## config.mk

```make
export PLATFORM = sky130hd
export DESIGN_NAME = paging_unit
export DESIGN_NICKNAME = d
export VERILOG_FILES = /design/src/rtl/paging_unit_pkg.sv /design/src/rtl/paging_unit_page_table.sv /design/src/rtl/paging_unit.sv
export SDC_FILE = /design/constraint.sdc
export NUM_CORES = 1
export LEC_CHECK = 0
export BUFFER_PORTS_ARGS = -buffer_cell sky130_fd_sc_hd__buf_2
export CELL_PAD_IN_SITES_DETAIL_PLACEMENT = 1
export CELL_PAD_IN_SITES_GLOBAL_PLACEMENT = 2
export CORE_ASPECT_RATIO = 0.7
export CORE_MARGIN = 2
export CORE_UTILIZATION = 43
export DETAILED_ROUTE_END_ITERATION = 7
export PLACE_DENSITY_LB_ADDON = 0.08
export SLEW_MARGIN = 15
export SYNTH_ARGS = -nofsm -noshare
export SYNTH_HDL_FRONTEND = slang
export SYNTH_SLANG_ARGS = --single-unit
export TNS_END_PERCENT = 5
```

## constraint.sdc

```tcl
create_clock -name Clk -period 2.1 [get_ports Clk]
set_input_delay 0.42 -clock Clk [delete_from_list [all_inputs] [get_ports Clk]]
set_output_delay 0.42 -clock Clk [all_outputs]
set_load 0.01 [all_outputs]
```

## src/rtl/paging_unit_pkg.sv

```systemverilog
// Shared geometry and page-table entry layout for the paging unit.
package paging_unit_pkg;

    localparam int unsigned VADDR_W   = 16;
    localparam int unsigned LADDR_W   = 20;
    localparam int unsigned OFFSET_W  = 10;
    localparam int unsigned INDEX_W   = 6;
    localparam int unsigned FRAME_W   = 10;
    localparam int unsigned PTE_W     = 16;
    localparam int unsigned NUM_PAGES = 64;

    typedef struct packed {
        logic [5:0] reserved;
        logic [9:0] frame;
    } pte_t;

    // Reset content of a slot: each page maps onto the frame of the same number.
    function automatic pte_t identityPte(input logic [INDEX_W-1:0] idx);
        pte_t p;
        p.reserved = '0;
        p.frame    = {{(FRAME_W-INDEX_W){1'b0}}, idx};
        return p;
    endfunction

endpackage

```

## src/rtl/paging_unit_page_table.sv

```systemverilog
// 64x16 page-table register file: one synchronous write port, one combinational read port.
module paging_unit_page_table
    import paging_unit_pkg::*;
(
    input  logic               clk,
    input  logic               rstN,
    input  logic               wrEn,
    input  logic [INDEX_W-1:0] wrIndex,
    input  logic [PTE_W-1:0]   wrData,
    input  logic [INDEX_W-1:0] rdIndex,
    output pte_t               rdPte
);

    pte_t table_q [NUM_PAGES];

    always_ff @(posedge clk or negedge rstN) begin
        if (!rstN) begin
            for (int unsigned i = 0; i < NUM_PAGES; i++) begin
                table_q[i] <= identityPte(i[INDEX_W-1:0]);
            end
        end else if (wrEn) begin
            table_q[wrIndex] <= pte_t'(wrData);
        end
    end

    assign rdPte = table_q[rdIndex];

endmodule

```

## src/rtl/paging_unit.sv

```systemverilog
// Virtual-to-logical address translator: page index selects a table entry whose frame replaces it.
module paging_unit
    import paging_unit_pkg::*;
(
    input  logic               Clk,
    input  logic               Rst,
    input  logic               WE,
    input  logic [INDEX_W-1:0] WPTI,
    input  logic [PTE_W-1:0]   WPTE,
    input  logic [VADDR_W-1:0] VAddr,
    output logic [LADDR_W-1:0] LAddr
);

    logic [INDEX_W-1:0]  pageIndex;
    logic [OFFSET_W-1:0] pageOffset;
    pte_t                curPte;
    logic [5:0]          unusedReserved;

    assign pageIndex  = VAddr[VADDR_W-1:OFFSET_W];
    assign pageOffset = VAddr[OFFSET_W-1:0];

    paging_unit_page_table pageTable (
        .clk     (Clk),
        .rstN    (Rst),
        .wrEn    (WE),
        .wrIndex (WPTI),
        .wrData  (WPTE),
        .rdIndex (pageIndex),
        .rdPte   (curPte)
    );

    // Reserved PTE bits are kept in the table but play no part in translation.
    assign unusedReserved = curPte.reserved;
    assign LAddr          = {curPte.frame, pageOffset};

endmodule

```

## Word-level counts from Yosys, hierarchy flattened

Index checks and enable logic that the tools add are counted.

| operators by class | value |
|---|---|
| add/subtract/negate cells | 0 |
| bitwise gates (word level) | 2 |
| reduce and logical (&&, ||, !) cells | 1 |
| div/mod/pow operators | 0 |
| $lt $le $gt $ge | 3 |
| equality and inequality tests | 0 |
| multiply operators | 0 |
| mux-type cells | 6 |
| shift-type cells | 0 |

Operator list:

| operator | number |
|---|---|
| bitwise mux 1024 bit | 1 |
| binary-select mux 16 bit (select 6 bit) | 1 |
| demux 16 bit (select 6 bit) | 1 |
| two-way mux 10 bit | 2 |
| two-way mux 16 bit | 1 |
| >= comparator 7 bit, second input constant | 2 |
| inverter 6 -> 7 bit | 2 |
| less-than comparator 7 x 1 -> 1 bit, second input constant | 1 |
| logical AND 1 bit | 1 |

| word-level totals | value |
|---|---|
| ROM bits | 0 |
| bits in writable memories | 0 |
| memories kept | 0 |
| latch bits | 0 |
| register bits after elaboration | 1,024 |
| output and inout port bits | 20 |
| input bits | 41 |

## Depth between registers and ports, before layout

| depth | value |
|---|---|
| depth in word-level cells | 6 |
| depth in mapped cells | 8 |
| gate-level depth less buffers | 4 |

## Modules after synthesis

Synthesis repeated with hierarchy kept, for this count alone.

| unflattened totals | value |
|---|---|
| cells, all modules | 3,034 |
| area total of the unflattened synthesis | 47,456.8 sq um |

By module, submodules not included:

| module | times used | cells each | area each (sq um) |
|---|---|---|---|
| paging_unit_page_table | 1 | 3,024 | 47,381.7 |
| paging_unit | 1 | 10 | 75.1 |

## Least setup slack after synthesis

Ideal clock, no wire load.

| timing path | value |
|---|---|
| kind | input-to-output |
| start | input VAddr[10] |
| end | output LAddr[10] |
| arrival | 1,853 ps |
| setup slack | -173 ps |
| cell stages on the path | 6 |
| buffers on the path | 2 |
| required time | 1,680 ps |
| path through | buf_6 > buf_6 > mux4_2 > mux4_2 > nor2_1 > o32ai_1 |

| between the ends | value |
|---|---|
| word-level cells in the longest chain between the ends | 4 |

RTL lines:

| item | RTL line | source |
|---|---|---|
| from (decl) | paging_unit.sv:10 | `input logic [VADDR_W-1:0] VAddr,` |
| inverter 6 -> 7 bit (implied by the code) | paging_unit_page_table.sv:26 | `assign rdPte = table_q[rdIndex];` |
| binary-select mux 16 bit (select 6 bit) | paging_unit_page_table.sv:26 |  |
| two-way mux 10 bit (implied by the code) (2 in series) | paging_unit_page_table.sv:26 |  |
| to (decl) | paging_unit.sv:11 | `output logic [LADDR_W-1:0] LAddr` |

Every way passes these cells. The select of a mux whose other input is x is not followed.

## Worst setup path in the final report

| timing path | value |
|---|---|
| start | register pageTable.table_q[134] (netlist name) |
| end | output LAddr[16] |

| between the ends | value |
|---|---|
| word-level cells in the longest chain between the ends | 3 |

RTL lines:

| item | RTL line | source |
|---|---|---|
| from (decl) | paging_unit_page_table.sv:14 | `pte_t table_q [NUM_PAGES];` |
| from (signal, indexed assignment) | paging_unit_page_table.sv:19 | `table_q[i] <= identityPte(i[INDEX_W-1:0]);` |
| from (signal, indexed assignment) | paging_unit_page_table.sv:22 | `table_q[wrIndex] <= pte_t'(wrData);` |
| binary-select mux 16 bit (select 6 bit) | paging_unit_page_table.sv:26 |  |
| two-way mux 10 bit (implied by the code) (2 in series) | paging_unit_page_table.sv:26 |  |

Every way passes these cells. The select of a mux whose other input is x is not followed.

==> flow_metrics.py <==
metrics = {
    "timing": {
        "layout_setup_ws_ns": -0.893,
        "timing.final.max_slew_violations": 0,
        "relSlewSlack_pct": 36.1,
        "hold_violations": 0,
        "fin_skew_ns": 0,
        "finalHoldWorstSlack_ns": 0.307,
        "max_freq_mhz": 334,
        "setup_viol": 10,
        "worst-slew-pin-transition_ns": 0.954,
        "finalCriticalPeriod_ns": 2.99,
        "min_period_over_period_pct": 143,
        "rsz0062_at_grt": "true",
        "setup-tns-final_ns": -8.29,
    },
    "clocking": {
        "clock_sinks": 640,
        "cts_buffers": 69,
        "clockRootBuffer": "clkbuf_16",
        "insertion_delay_ns": 0.63,
        "cts_buffer_depth": 3,
        "htreeDepth": 3,
        "cts_tree": "yes",
        "cts.clk_slew.worst_paths_ns": 0.07,
    },
    "setup_path": {
        "cp_common_cell": "mux4_2",
        "critical_path_buf_inv_count": 1,
        "max_stage_delay_ns": 0.60,
        "crit_path_top_delay_cell": "mux4_2",
        "arrival_ns": 2.57,
        "critPathTopFamily": "multiplexers",
        "required_ns": 1.68,
        "start_kind": "register",
        "crit_fanout": 2,
        "cp_cell_sequence": "mux4_2, mux4_2, nor2_4, o32ai_2, buf_2",
        "crit_cells": 5,
        "reg2reg_slack_ns": 1.29,
        "worstRegToRegCells": 1,
        "worstSetupEndpointType": "primary output",
        "crit_type": "register to primary output",
    },
    "drt": {
        "vias": 17300,
        "drc": 0,
        "drtPass1Iterations": 7,
        "dr_wl_met2_um": 37800,
        "drt.antenna.violating_nets": 0,
        "vias_per_cell": 5.78,
        "drt_iter0_markers": 1114,
        "routed.top_layer": "met5",
        "wirelength_um": 86300,
        "wire_per_inst_um": 28.8,
        "drt-met1-wl_um": 42100,
        "route.met3.wl_um": 4350,
    },
    "placed_design": {
        "dp.cells": 2871,
        "dp_hpwl_um": 57500,
        "gp_congestion": 0.820,
        "dpl-instance-area_sq_mm": 0.0332,
        "dp_slack_ns": -0.966,
        "io_buffers": 34,
    },
    "synthesis": {
        "synth-edff-count": 0,
        "syn_inst": 1832,
        "async_reset_ff_share_pct": 100,
        "syn_avg_cell_area_sq_um": 16.2,
        "synth.distinct_cells": 45,
        "synth_ff_type": "dfrtp_1",
        "syn_area_sq_mm": 0.0296,
        "synth_nets": 1873,
        "synth-seq-cells": 640,
        "ys_seq_area_share_pct": 54.9,
        "yosysWarningCount": 0,
    },
    "status": {
        "status": "finished, violations left",
        "violations": "setup timing",
    },
    "pwr": {
        "powerDensity_mw_per_mm2": 910,
        "vdd_drop_max_mv": 0.570,
        "p_leak_nw": 15.8,
        "power.total_mw": 32.5,
    },
    "floorplan": {
        "top_level_ports": 61,
        "start_util_pct": 43.4,
        "rows": 80,
        "die_height_um": 224,
        "die_w_um": 318,
        "core_area_sq_mm": 0.0682,
        "die_area_sq_mm": 0.0710,
    },
    "min_path": {
        "hp-class": "primary input to async pin",
    },
    "global_route": {
        "grt_usage_pct": 25.0,
        "grt_max_degree": 77,
        "antenna_found_initial": 6,
        "grt_pass1_vias": 19000,
        "gr-total-overflow": 0,
        "grt_pass1_wl_um": 131000,
    },
    "job": {
        "drv_cap": 0,
    },
    "cells_and_area": {
        "largest-register": "pageTable.table_q",
        "area_delta_synth_final_pct": 20.7,
        "reg_top3": "pageTable.table_q (640)",
        "nNetsFinal": 2082,
        "largest_reg_flops": 640,
        "final_cells": 3001,
        "drive_gt1_share_pct": 69.0,
        "final_area_sq_mm": 0.0357,
        "fin_util_pct": 52.4,
    },
}
[power breakdown]
| part | total (mW) | switching, mW | leakage, nW | internal (mW) |
|---|---|---|---|---|
| combinational | 4.67 | 2.08 | 6.69 | 2.60 |
| sequential | 15.2 | 0.861 | 7.95 | 14.3 |
| clock | 12.7 | 5.22 | 1.14 | 7.46 |
[layer usage]
metal / vias up / global-route usage, %
met5: - / 0
met4: 6 / 6.42
met3: 125 / 5.44
met2: 348 / 36.5
met1: 9552 / 37.7
li1: 7300 / -
[final cells by class]
class	count	area, sq um
antenna	1	2.50
clock buffer	105	2030
clock inverter	23	289
fill	6308	32400
inverter	2	7.51
multi-input combinational	1042	12800
sequential	640	16300
tap	902	1130
timing repair buffer	286	3250
[cells in the mapped netlist, types with 10 or more instances]
| master | number | share of area, % |
|---|---|---|
| o21ai_0 | 10 | 0.17 |
| dfrtp_1 | 448 | 38 |
| o32ai_1 | 11 | 0.33 |
| nor2_2 | 20 | 0.42 |
| and2_1 | 11 | 0.23 |
| mux4_2 | 170 | 13 |
| buf_4 | 25 | 0.63 |
| buf_2 | 20 | 0.34 |
| mux2_2 | 623 | 24 |
| nor2_4 | 12 | 0.46 |
| nand2_1 | 33 | 0.42 |
| buf_6 | 10 | 0.38 |
| mux2_1 | 17 | 0.65 |
| dfstp_2 | 192 | 17 |
| mux2i_1 | 10 | 0.34 |
| buf_1 | 25 | 0.32 |
| o22ai_1 | 20 | 0.42 |
| nor2_1 | 28 | 0.35 |
| clkbuf_1 | 68 | 0.86 |
[logic make-up (layout without fill, tap and decap cells)]
group	Yosys count	in the layout	share of synthesized area, %
muxes	820	820	37.6
DFF	640	640	54.9
AOI/OAI and AO/OA	81	81	2.05
buffers and inverters	150	416	2.56
other	0	1	0
and+or+nand+nor	141	141	2.88
[worst paths after layout]
path / startpoint / to
max in group asynchronous: Rst / pageTable.table_q[307]
worst max-delay path: pageTable.table_q[134] / LAddr[16]
min in group Clk: WPTE[0] / pageTable.table_q[416]
worst min-delay path: Rst / pageTable.table_q[468]
worst max register to register: pageTable.table_q[664] / pageTable.table_q[664]
worst min register to register: pageTable.table_q[969] / pageTable.table_q[969]
[placed cells by master (no fill, tap or decap), types with 7 or more instances in the layout]
| cell type | instances |
|---|---|
| clkbuf_8 | 13 |
| nand2_1 | 33 |
| a211oi_1 | 7 |
| nor2_1 | 18 |
| o32a_1 | 9 |
| dfrtp_1 | 448 |
| mux4_2 | 170 |
| o21ai_0 | 10 |
| buf_4 | 160 |
| mux2_2 | 623 |
| mux2i_1 | 9 |
| buf_2 | 30 |
| o22ai_1 | 20 |
| clkbuf_1 | 21 |
| clkbuf_16 | 72 |
| nor2_4 | 20 |
| mux2_1 | 17 |
| nor2_2 | 22 |
| a21o_1 | 9 |
| o221ai_1 | 9 |
| buf_12 | 91 |
| clkinv_2 | 10 |
| and2_1 | 10 |
| dfstp_2 | 192 |
[what timing repair did]
item / 4_1_cts / 5_1_grt
hold endpoints to repair: 13 / 0
hold buffers: 1 / 0
pin swaps: 5 / 3
endpoints found under the setup margin: 10 / 10
gates resized for setup: 25 / 9
buffers inserted: 0 / 0
(Power assumes the default switching activity.)
